File: src/rtl/phase_sequencer_pkg.sv
// Shared definitions for the instruction-phase controller: state encodings
// and default sizing for the wait timer and retired-instruction counter.
package phase_sequencer_pkg;

   typedef enum logic [2:0] {
      ST_IDLE   = 3'd0,
      ST_FETCH  = 3'd1,
      ST_DECODE = 3'd2,
      ST_EXEC   = 3'd3,
      ST_MEM    = 3'd4,
      ST_WB     = 3'd5,
      ST_HALT   = 3'd6,
      ST_ERR    = 3'd7
   } state_t;

   localparam int DEF_MEM_TIMEOUT = 15;
   localparam int DEF_CNT_W       = 4;
   localparam int DEF_ICNT_W      = 16;

endpackage

File: src/rtl/phase_sequencer_wait_timer.sv
// Counts consecutive not-ready cycles of a memory wait phase and flags the
// cycle on which one more miss would exceed the timeout.
module wait_timer #(
   parameter int CNT_W       = 4,
   parameter int MEM_TIMEOUT = 15
) (
   input  logic clk,
   input  logic rst,
   input  logic clr,
   input  logic inc,
   output logic timeout
);

   logic [CNT_W-1:0] count;

   always_ff @(posedge clk or posedge rst) begin
      if (rst) begin
         count <= '0;
      end else if (clr) begin
         count <= '0;
      end else if (inc) begin
         count <= count + CNT_W'(1);
      end
   end

   assign timeout = (count == CNT_W'(MEM_TIMEOUT - 1));

endmodule

File: src/rtl/phase_sequencer.sv
// Multicycle fetch/decode/execute/mem/writeback sequencer with memory
// stall handling, halt detection, timeout error and retired-instruction count.
module phase_sequencer
   import phase_sequencer_pkg::*;
#(
   parameter int MEM_TIMEOUT = DEF_MEM_TIMEOUT,
   parameter int CNT_W       = DEF_CNT_W,
   parameter int ICNT_W      = DEF_ICNT_W
) (
   input  logic              clk,
   input  logic              rst,
   input  logic              run,
   input  logic              imem_ready,
   input  logic              dmem_ready,
   input  logic              is_load,
   input  logic              is_store,
   input  logic              reg_wr,
   input  logic              halt_instr,
   output logic              imem_req,
   output logic              ir_load,
   output logic              dmem_req,
   output logic              dmem_we,
   output logic              reg_write_en,
   output logic              pc_en,
   output logic              busy,
   output logic              halted,
   output logic              timeout_err,
   output logic [2:0]        phase,
   output logic [ICNT_W-1:0] instr_count
);

   state_t state;
   logic   mem_op;
   logic   tmr_clr;
   logic   tmr_inc;
   logic   tmr_timeout;

   assign mem_op = is_load | is_store;

   // Handshake: req is held high every cycle of FETCH/MEM; the phase ends on
   // the first cycle ready is sampled high at the rising edge. No req/ready
   // pairing is remembered across phases.
   always_comb begin
      tmr_clr = 1'b0;
      tmr_inc = 1'b0;
      case (state)
         ST_IDLE:  tmr_clr = run;
         ST_WB:    tmr_clr = run;
         ST_EXEC:  tmr_clr = ~halt_instr & mem_op;
         ST_FETCH: tmr_inc = ~imem_ready;
         ST_MEM:   tmr_inc = ~dmem_ready;
         default: begin
            tmr_clr = 1'b0;
            tmr_inc = 1'b0;
         end
      endcase
   end

   wait_timer #(
      .CNT_W      (CNT_W),
      .MEM_TIMEOUT(MEM_TIMEOUT)
   ) u_wait_timer (
      .clk    (clk),
      .rst    (rst),
      .clr    (tmr_clr),
      .inc    (tmr_inc),
      .timeout(tmr_timeout)
   );

   always_ff @(posedge clk or posedge rst) begin
      if (rst) begin
         state <= ST_IDLE;
      end else begin
         case (state)
            ST_IDLE:   if (run) state <= ST_FETCH;
            ST_FETCH: begin
               if (imem_ready)       state <= ST_DECODE;
               else if (tmr_timeout) state <= ST_ERR;
            end
            ST_DECODE: state <= ST_EXEC;
            ST_EXEC: begin
               if (halt_instr)  state <= ST_HALT;
               else if (mem_op) state <= ST_MEM;
               else             state <= ST_WB;
            end
            ST_MEM: begin
               if (dmem_ready)       state <= ST_WB;
               else if (tmr_timeout) state <= ST_ERR;
            end
            ST_WB:     state <= run ? ST_FETCH : ST_IDLE;
            ST_HALT:   state <= ST_HALT;
            ST_ERR:    state <= ST_ERR;
            default:   state <= ST_IDLE;
         endcase
      end
   end

   always_ff @(posedge clk or posedge rst) begin
      if (rst) begin
         instr_count <= '0;
      end else if (state == ST_WB) begin
         instr_count <= instr_count + ICNT_W'(1);
      end
   end

   always_comb begin
      imem_req     = 1'b0;
      ir_load      = 1'b0;
      dmem_req     = 1'b0;
      dmem_we      = 1'b0;
      reg_write_en = 1'b0;
      pc_en        = 1'b0;
      busy         = 1'b0;
      halted       = 1'b0;
      timeout_err  = 1'b0;
      case (state)
         ST_FETCH: begin
            imem_req = 1'b1;
            ir_load  = imem_ready;
            busy     = 1'b1;
         end
         ST_DECODE: busy = 1'b1;
         ST_EXEC:   busy = 1'b1;
         ST_MEM: begin
            dmem_req = 1'b1;
            dmem_we  = is_store;
            busy     = 1'b1;
         end
         ST_WB: begin
            reg_write_en = reg_wr & ~is_store;
            pc_en        = 1'b1;
            busy         = 1'b1;
         end
         ST_HALT:   halted      = 1'b1;
         ST_ERR:    timeout_err = 1'b1;
         default:   busy        = 1'b0;
      endcase
   end

   assign phase = state;

endmodule

File: config.mk
export PLATFORM = sky130hd
export DESIGN_NAME = phase_sequencer
export DESIGN_NICKNAME = d
export VERILOG_FILES = /design/src/rtl/phase_sequencer_pkg.sv /design/src/rtl/phase_sequencer_wait_timer.sv /design/src/rtl/phase_sequencer.sv
export SDC_FILE = /design/constraint.sdc
export NUM_CORES = 1
export LEC_CHECK = 0
export ABC_AREA = 1
export CELL_PAD_IN_SITES_DETAIL_PLACEMENT = 1
export CELL_PAD_IN_SITES_GLOBAL_PLACEMENT = 2
export CORE_UTILIZATION = 29
export DETAILED_ROUTE_END_ITERATION = 8
export PLACE_DENSITY_LB_ADDON = 0.1
export SLEW_MARGIN = 20
export SYNTH_ARGS = -nofsm -noshare
export SYNTH_HDL_FRONTEND = slang
export SYNTH_SLANG_ARGS = --single-unit
File: constraint.sdc
create_clock -name clk -period 3.1 [get_ports clk]
set_input_delay 0.31 -clock clk [delete_from_list [all_inputs] [get_ports clk]]
set_output_delay 0.31 -clock clk [all_outputs]
set_load 0.02 [all_outputs]
==> reports/qor.yml, run 1 <==
status:
  status: "finished, final reports clean"
route:
  drt_iter0_markers: 35
  wl_per_cell_um: 12.0
  wl_mm: 3.16
  remaining_drc_errors: 0
  drtAntennaViolNets: 0
  first_pass_iters: 4
  via_per_inst: 4.55
  vias: 1196
cells_and_area:
  nFillCells: 540
  drive_above_1_share: 0.0948
  synthToLayoutAreaGrowth_pct: 33.1
  final_area_um2: 1800
  antenna_cells: 0
  instances_no_fill: 263
  fin_nets: 224
sta:
  maxSlewViolCount: 0
  relSlewSlack: 0.417
  hold_viol_final: 0
  worstMarginPinSlew_ns: 0.873
  rsz0062_at_grt: "false"
  finalCritPeriodShare: 0.738
  finClkSkew_ns: 0.00293
  period_needed_ns: 2.29
  timing.fmax_mhz: 437
  finalSetupTns_ns: 0
  setup_viol: 0
pwr:
  clockPowerShare: 0.373
  power_frac_seq: 0.590
  p_per_area_nw_per_um2: 282
  vdd_drop_max_uv: 192
  p_leak_nw: 0.852
  p_sw_mw: 0.109
  p_comb_frac: 0.037
  internal-power_mw: 0.399
  swShare: 0.214
setup_path:
  reg2reg_depth: 5
  worstSetupPathType: "reg2out"
  worstReg2RegEnd: "instr_count[14]$_DFFE_PP0N_"
  rrSetupSlack_ns: 1.69
  worstReg2RegStart: "phase[2]$_DFFE_PP0P_"
  startpoint_type: "flop"
  worstPathMaxFanout: 8
  critPathCaptureType: "primary output"
  worstPathArrival_ns: 1.98
  crit_required_ns: 2.79
  cp-startpoint: "phase[0]$_DFFE_PP0P_"
synth:
  syn-cell-area_um2: 1360
  yosysTopAreaCellShare: 0.425
  synth_fp_nets: 185
  yosysSeqAreaShare: 0.425
  ys_types: 24
  syn_area_per_cell_um2: 7.83
  synth_top_area_cell: "dfrtp_1"
  ys_warn_count: 0
  syn_inst: 173
  yosys-top-cells-area: "dfrtp_1 (42%), nand2_1 (12%), inv_1 (6.6%), nor2_1 (6.1%), xnor2_1 (5.2%)"
  ys_ff_latch: 23
die:
  rows: 24
  die_w_um: 70.4
  die_h_um: 70.4
  ioPinCount: 37
  core_um2: 4410
  start_util: 0.307
  die_area_um2: 4950
global_routing:
  gr-total-overflow: 0
  grt_pass1_wl_mm: 5.64
  grt.total_usage: 0.142
  grt_pass1_vias: 1227
  grt_max_degree: 24
  antenna_found_initial: 0
placed_design:
  gp_congestion: 0.774
  placed_cell_area_um2: 1760
  numPortBuffers: 36
  place_inst: 259
  dp_hpwl_mm: 2.56
clock_tree:
  cts_sinks: 23
  cts_buffer_depth: 2
  clkSlewWorstSetupHoldPaths_ns: 0.09
  htreeDepth: 1
  hold_buffers: 0
  cts_resized: 0
  cts_tree: "done"
  clock_latency_ns: 0.26
  numCtsBuffers: 3
  cts-root-buf: "clkbuf_8"
  cts_post_setup_buffers_inserted: 0
worst_hold_path:
  hold_path_class: "in2async"
flow_run:
  maxCapViolCount: 0
## cell usage in the layout (no fill, tap or decap), drive strengths merged
master	instances
clkbuf	3
clkdlybuf4s50	36
xnor2	8
o21bai	1
nand2	47
ha	3
a21oi	2
nand3b	2
nor3	4
clkinv	1
nor2	28
nand4	5
dfrtp	23
nand3	11
xor2	4
o21ai	5
o221ai	1
inv	27
## cells by family after synthesis
family                   share of synthesized area
adder cells (fa/ha/maj)                     0.0277
AO/OA/AOI/OAI                               0.0379
buffers and inverters                       0.0914
flip-flops                                   0.425
XOR/XNOR                                    0.0776
AND/OR/NAND/NOR                              0.341
## layer usage
metal | global-route usage | routed length [µm] | vias to the layer above
li1 | - | - | 608
met1 | 0.185 | 1530 | 560
met2 | 0.236 | 1480 | 24
met3 | 0.0332 | 112 | 4
met4 | 0.0378 | 37 | 0
met5 | 0 | 0 | -
## layout make-up
| type | instances | area (µm²) | share of cell area |
|---|---|---|---|
| inverters | 27 | 101 | 0.0562 |
| flip-flops and latches | 23 | 576 | 0.319 |
| clock buffers | 3 | 41.3 | 0.0229 |
| clock inverters | 1 | 5.00 | 0.00277 |
| multi-input cells | 121 | 656 | 0.363 |
| repair buffers | 36 | 360 | 0.200 |
| well taps | 52 | 65.1 | 0.0361 |
## sequential cells by signal, summed over array words and instances (netlist names)
signal,count
instr_count,16
phase,3
u_wait_timer.count,4
## power groups by stage
| stage | clock network, mW | logic, mW | registers (mW) |
|---|---|---|---|
| after floorplan | 0 | 0.00668 | 0.306 |
| after global placement | 0 | 0.0197 | 0.306 |
| after detailed placement | 0 | 0.0199 | 0.306 |
| after CTS | 0.201 | 0.0200 | 0.300 |
| after global routing | 0.215 | 0.0218 | 0.300 |
| final | 0.189 | 0.0190 | 0.300 |
## synthesized netlist by cell type
cell type	count
xor2_1	4
nand2_2	3
o221ai_1	1
nand4_1	5
xnor2_1	8
buf_6	2
ha_1	3
nand2_1	44
nand3_4	1
nand3b_2	1
o21ai_0	2
dfrtp_1	23
inv_2	3
o21ai_1	3
nor2_1	22
nor3_1	4
a21oi_1	2
nand3_1	8
nand3b_1	1
nor2_4	2
inv_1	24
nor2_2	4
nand3_2	2
o21bai_1	1
## critical path, stage by stage (launching register included)
cell	delay, ns
dfrtp_1	0.54
inv_2	0.10
nor2_2	0.15
inv_1	0.07
nor2_1	0.12
nand2_1	0.09
inv_1	0.05
clkdlybuf4s50_1	0.59
## metrics by stage
stage               utilization  total power, mW  worst slack (ns)  hold WS, ns
floorplan                     -            0.312              1.36        0.312
global placement          0.398            0.325              1.16        0.490
detailed placement        0.398            0.326              1.10        0.514
CTS                       0.409            0.521             0.788        0.531
global route              0.409            0.536             0.621        0.565
finish                    0.409            0.508             0.814        0.523
## worst max path at each step
| stage | to | slack (ns) |
|---|---|---|
| 3_3_place_gp | ir_load | 1.16 |
| 5_1_grt | ir_load | 0.62 |
| 4_1_cts | ir_load | 0.79 |
| 3_5_place_dp | ir_load | 1.10 |
| 6_report | ir_load | 0.81 |
| 2_1_floorplan | ir_load | 1.36 |
Power figures use the tool's default switching activity.
==> inputs of run 2 (changes only) <==
Settings changed: CORE_UTILIZATION 29 to 24.
Clock period 3.1 ns to 1.9 ns, I/O delays scaled along.
==> run 2 against run 1 <==
Against the previous run: clock power is 63% higher; sequential share of layout area decreased by 0.75 points; combinational power grew 79%; sequential power up 63%; via count up 1.6%; worst setup slack got worse by 0.69 ns; die area is 20% higher; total power up 64%; register-to-register slack lost 1.3 ns; largest power group unchanged; clock-buffer cell count rose by 1; core utilization fell by 5.7 points; critical path type unchanged; non-clock buffer count increased by 3.
==> reports/qor.yml, run 2 (synthesized netlist as in run 1, its figures left out) <==
status:
  status: "finished, final reports clean"
sta:
  setup_viol: 0  # unchanged
  rsz0062_at_grt: "false"
  finalWorstSetupSlack_ns: 0.128  # -0.686 ns
  hold_viol_final: 0  # unchanged
  timing.fmax_mhz: 564
  worstMarginPinSlew_ns: 0.313  # -0.560 ns
  finClkSkew_ns: 0.00253  # -0.000405 ns
  finalCritPeriodShare: 0.933
  finalSetupTns_ns: 0  # unchanged
  maxSlewViolCount: 0  # unchanged
  period_needed_ns: 1.77
  relSlewSlack: 0.792  # +0.374
placed_design:
  numPortBuffers: 36  # unchanged
  gp_congestion: 0.785  # +1.4%
  pre_cts_slack_ns: 0.109  # -0.988 ns
  dp_hpwl_mm: 2.77  # +8.2%
  placed_cell_area_um2: 1800  # +2.6%
route:
  remaining_drc_errors: 0  # unchanged
  drt_iter0_markers: 38  # +8.6%
  drtAntennaViolNets: 0  # unchanged
  via_per_inst: 4.28  # -5.9%
  first_pass_iters: 2  # -2
  vias: 1215  # +1.6%
  wl_mm: 3.45  # +9.2%
  wl_per_cell_um: 12.2  # +1.2%
setup_path:
  rrSetupSlack_ns: 0.41  # -1.28 ns
  worstSetupPathType: "reg2out"
  worstPathMaxFanout: 5  # -3
  cp_cell_sequence: "buf_4 -> nor2_2 -> nand2_1 -> nor2_1 -> dlygate4sd2_1"
  startpoint_type: "flop"
  crit_buf_inv: 2  # -2
  crit_required_ns: 1.71  # -1.08 ns
  worstPathArrival_ns: 1.58  # -0.40 ns
  cp_slowest_stage_delay_ns: 0.43  # -0.16 ns
  critPathTopFamily: "buffers and inverters"
  slowest_stage: "dfrtp_1"
  critPathCaptureType: "primary output"
clock_tree:
  cts_buffer_depth: 2  # unchanged
  cts_tree: "done"
  numCtsBuffers: 3  # unchanged
  htreeDepth: 1  # unchanged
  clock_latency_ns: 0.26  # about the same
  cts_sinks: 23  # unchanged
  cts-root-buf: "clkbuf_8"
  clkSlewWorstSetupHoldPaths_ns: 0.08  # about the same
die:
  die_h_um: 77.1  # +9.6%
  ioPinCount: 37  # unchanged
  rows: 26  # +8.3%
  core_um2: 5270  # +19%
  die_area_um2: 5950  # +20%
  die_w_um: 77.1  # +9.6%
  start_util: 0.257  # -0.0499
global_routing:
  grt.total_usage: 0.126  # -0.0166
  gr-total-overflow: 0  # unchanged
  grt_pass1_vias: 1259  # +2.6%
  grt_max_degree: 24  # unchanged
  antenna_found_initial: 0  # unchanged
  grt_pass1_wl_mm: 6.04  # +7.0%
  grt_use_met3: 0.0214  # -0.0118
  grt_busiest_layer: "met2"
  use_met1: 0.172  # -0.0124
  use_met2: 0.202  # -0.0342
cells_and_area:
  most-common-layout-cells: "nand2_1 (44), clkdlybuf4s50_1 (28), inv_1 (24), nor2_1 (22), dfrtp_1 (21)"
  final_area_um2: 1860  # +2.8%
  final_common_cell: "nand2_1"
  largest_reg_flops: 16  # unchanged
  synthToLayoutAreaGrowth_pct: 36.9
  final_core_util: 0.352  # -0.0566
  antenna_cells: 0  # unchanged
  drive_above_1_share: 0.112  # +0.0174
  fin_nets: 227  # +1.3%
  top_register: "instr_count"
pwr:
  p_per_area_nw_per_um2: 448  # +59%
  vdd_drop_max_uv: 192  # -0.32%
  p_leak_nw: 0.937  # +10%
  power.total_mw: 0.831  # +64%
flow_run:
  maxCapViolCount: 0  # unchanged
worst_hold_path:
  hold_path_class: "in2async"
## run 2: changes by cell type in the layout (fill, tap and decap cells not counted), sizes merged
cell           delta
clkinv            -1
clkbuf            +1
dlygate4sd2       +4
dlymetal6s2s      +4
buf               +3
clkdlybuf4s50     -8
## run 2: worst reg2reg max path, delay by kind of cell (launching register included)
| family | cells | cell delay (ns) |
|---|---|---|
| and+or+nand+nor | 4 | 0.45 |
| DFF | 1 | 0.42 |
| buffers and inverters | 2 | 0.36 |
| AOI/OAI and AO/OA | 1 | 0.14 |
## run 2: path summary, 6_finish.rpt
kind                                            start                           to  cells past startpoint
setup / recovery                 phase[0]$_DFFE_PP0P_                      dmem_we                      5
hold / removal                                    rst   instr_count[3]$_DFFE_PP0N_                      3
setup reg to reg                 phase[0]$_DFFE_PP0P_  instr_count[15]$_DFFE_PP0N_                      7
hold reg to reg            instr_count[3]$_DFFE_PP0N_   instr_count[3]$_DFFE_PP0N_                      1
max in group asynchronous                         rst         phase[1]$_DFFE_PP0P_                      3
min in group clk           instr_count[3]$_DFFE_PP0N_   instr_count[3]$_DFFE_PP0N_                      1
## run 2: stage by stage
stage	instances	hold WS, ns
CTS	284	0.289
global route	284	0.309
global placement	280	0.486
detailed placement	280	0.526
floorplan	173	0.192
finish	284	0.280
## run 2: what timing repair did
action                                 in CTS  in global routing
setup endpoints to repair                   7                  4
cloned                                      0                  0
buffers inserted                            0                  0
pin swaps                                   0                  0
endpoints found under the hold margin       0                  0
resized for setup                           5                  5
hold buffers                                0                  0
## run 2: layout make-up
type / count / area [µm²]
well taps: 70 / 87.6
clock buffers: 4 / 45.0
fillers: 662 / 3410
flip-flops and latches: 23 / 578
inverters: 27 / 101
repair buffers: 39 / 388
multi-input cells: 121 / 656
## run 2: power breakdown
group	internal (mW)	leakage [nW]	switching, mW
Clock	0.150	0.0228	0.159
Sequential	0.489	0.300	0
Combinational	0.0174	0.615	0.0167
Total	0.656	0.937	0.175
## run 2: per-layer routing
metal,routed length (µm),vias to the layer above,part of all wire
met5,0,-,0
met4,19,0,0.0055
met3,108,2,0.031
met2,1550,23,0.45
met1,1780,574,0.51
li1,-,616,-
==> inputs of run 3 (changes only) <==
Settings changed: CTS_CLUSTER_SIZE from default to 16.
Clock period 1.9 ns to 1.5 ns, I/O delays scaled along.
==> run 3 against run 2 <==
Against the previous run: critical path depth up 4; clock power is 27% higher; combinational power up 37%; via count rose by 12%; non-clock buffer count is 28 higher; flip-flop and latch count unchanged; routed wire length rose by 16%; largest cell class unchanged; total power is 27% higher; critical endpoint is now instr_count[9]$_DFFE_PP0N_; core utilization rose by 5.4 points; final cell count increased by 9.9%; clock skew is 0.0026 ns higher.
==> reports/qor.yml, run 3 (synthesized netlist as in run 1, its figures left out) <==
setup_path:
  critPathTopFamily: "buffers and inverters"
  slowest_stage: "dfrtp_2"
  cp-startpoint: "phase[1]$_DFFE_PP0P_"
  crit_buf_inv: 4  # +2
  cp_slowest_stage_delay_ns: 0.43  # about the same
  startpoint_type: "flop"
  cp_common_cell: "buf_6"
  crit_required_ns: 1.69  # -0.02 ns
  critPathCaptureType: "flop"
  worstPathMaxFanout: 4  # -1
  worstSetupPathType: "reg2reg"
  worstReg2RegStart: "phase[1]$_DFFE_PP0P_"
  cp_cell_sequence: "buf_6 -> inv_4 -> nand3_4 -> buf_6 -> nor2_4 -> buf_6 -> nand2_4 -> nor2_4 -> xor2_1"
  worstPathArrival_ns: 1.67  # +0.09 ns
cells_and_area:
  final_core_util: 0.406  # +0.0541
  regArea_um2: 578  # unchanged
  top_register: "instr_count"
  drive_above_1_share: 0.314  # +0.202
  multi_input_area_um2: 723  # +10%
  most-common-layout-cells: "nand2_1 (39), buf_4 (30), inv_1 (21), dfrtp_1 (21), nor2_1 (17)"
  final_area_um2: 2140  # +15%
  largest_reg_flops: 16  # unchanged
  synthToLayoutAreaGrowth_pct: 58.0
  nFillCells: 644  # -2.7%
  fin_nets: 255  # +12%
  instances_no_fill: 312  # +9.9%
  final_common_cell: "nand2_1"
  antenna_cells: 0  # unchanged
die:
  die_w_um: 77.1  # unchanged
  die_area_um2: 5950  # unchanged
  die_h_um: 77.1  # unchanged
  rows: 26  # unchanged
  core_um2: 5270  # unchanged
  ioPinCount: 37  # unchanged
  start_util: 0.257  # unchanged
clock_tree:
  clock_latency_ns: 0.26  # about the same
  cts_buffer_depth: 2  # unchanged
  htreeDepth: 1  # unchanged
  numCtsBuffers: 3  # unchanged
  cts_tree: "done"
  clkSlewWorstSetupHoldPaths_ns: 0.08  # about the same
  cts_sinks: 23  # unchanged
  cts-root-buf: "clkbuf_8"
sta:
  hold_viol_final: 0  # unchanged
  holdWs_ns: 0.233  # -0.0477 ns
  finClkSkew_ns: 0.00518  # +0.00265 ns
  relSlewSlack: 0.792  # about the same
  period_needed_ns: 1.49
  worstMarginPinSlew_ns: 0.311  # -0.00108 ns
  finalCritPeriodShare: 0.991
  setup_viol: 0  # unchanged
  rsz0062_at_grt: "true"
  maxSlewViolCount: 0  # unchanged
  timing.fmax_mhz: 673
route:
  first_pass_iters: 3  # +1
  wl_per_cell_um: 12.8  # +5.3%
  vias: 1365  # +12%
  remaining_drc_errors: 0  # unchanged
  drt_iter0_markers: 24  # -37%
  via_per_inst: 4.38  # +2.3%
  drtAntennaViolNets: 0  # unchanged
  wl_mm: 3.99  # +16%
pwr:
  vdd_drop_max_uv: 389  # +100%
  p_leak_nw: 1.23  # +31%
  p_per_area_nw_per_um2: 493  # +10%
global_routing:
  grt.total_usage: 0.146  # +0.0206
  grt_max_degree: 24  # unchanged
  gr-total-overflow: 0  # unchanged
  antenna_found_initial: 0  # unchanged
  grt_pass1_wl_mm: 6.93  # +15%
  grt_pass1_vias: 1449  # +15%
placed_design:
  dp_hpwl_mm: 2.98  # +7.3%
  place_inst: 293  # +4.6%
  numPortBuffers: 36  # unchanged
  gp_congestion: 0.775  # -1.2%
  placed_cell_area_um2: 1900  # +5.6%
status:
  status: "finished, final reports clean"
flow_run:
  maxCapViolCount: 0  # unchanged
worst_hold_path:
  hold_path_class: "in2async"
-- run 3: metal layers --
metal	vias up	track usage	routed length (µm)
li1	677	-	-
met1	659	0.186	1810
met2	27	0.254	2010
met3	2	0.0298	151
met4	0	0.0283	25
met5	-	0	0
-- run 3: repair_timing --
| action | 4_1_cts | 5_1_grt |
|---|---|---|
| pin swaps | 4 | 8 |
| hold buffers | 0 | 0 |
| endpoints found under the setup margin | 20 | 35 |
| setup buffers | 12 | 4 |
| resized for setup | 55 | 32 |
-- run 3: final cells by class --
cell class / count / area share
inverter: 27 / 0.0485
multi-input combinational: 121 / 0.338
sequential: 23 / 0.270
clock buffer: 4 / 0.0210
timing repair buffer: 67 / 0.282
tap: 70 / 0.0409
-- run 3: tightest hold or removal path, stage by stage --
cell and delay (ns):
clkdlybuf4s50_1 0.40, inv_1 0.05, buf_4 0.30
-- run 3: through the flow --
step / power (mW) / setup slack, ns / TNS (ns)
floorplan: 0.646 / 0.0345 / 0
detailed placement: 0.679 / -0.172 / -0.663
global route: 1.11 / -0.0718 / -0.403
global placement: 0.679 / -0.0720 / -0.348
CTS: 1.08 / -0.107 / -0.496
finish: 1.06 / 0.0140 / 0
-- run 3: worst paths after layout --
path / slack, ns / cells past startpoint / end
max: 0.01 / 9 / instr_count[9]$_DFFE_PP0N_
min reg2reg: 0.52 / 1 / instr_count[2]$_DFFE_PP0N_
max in group asynchronous: 1.01 / 3 / phase[1]$_DFFE_PP0P_
max reg2reg: 0.01 / 9 / instr_count[9]$_DFFE_PP0N_
min: 0.23 / 3 / instr_count[12]$_DFFE_PP0N_
min in group clk: 0.52 / 1 / instr_count[2]$_DFFE_PP0N_
-- run 3: power by group --
part,internal [mW],leakage (nW),switching [mW],total [mW]
Clock,0.190,0.0228,0.201,0.390
Sequential,0.619,0.300,0,0.619
Combinational,0.0237,0.909,0.0229,0.0466
Total,0.833,1.23,0.224,1.06
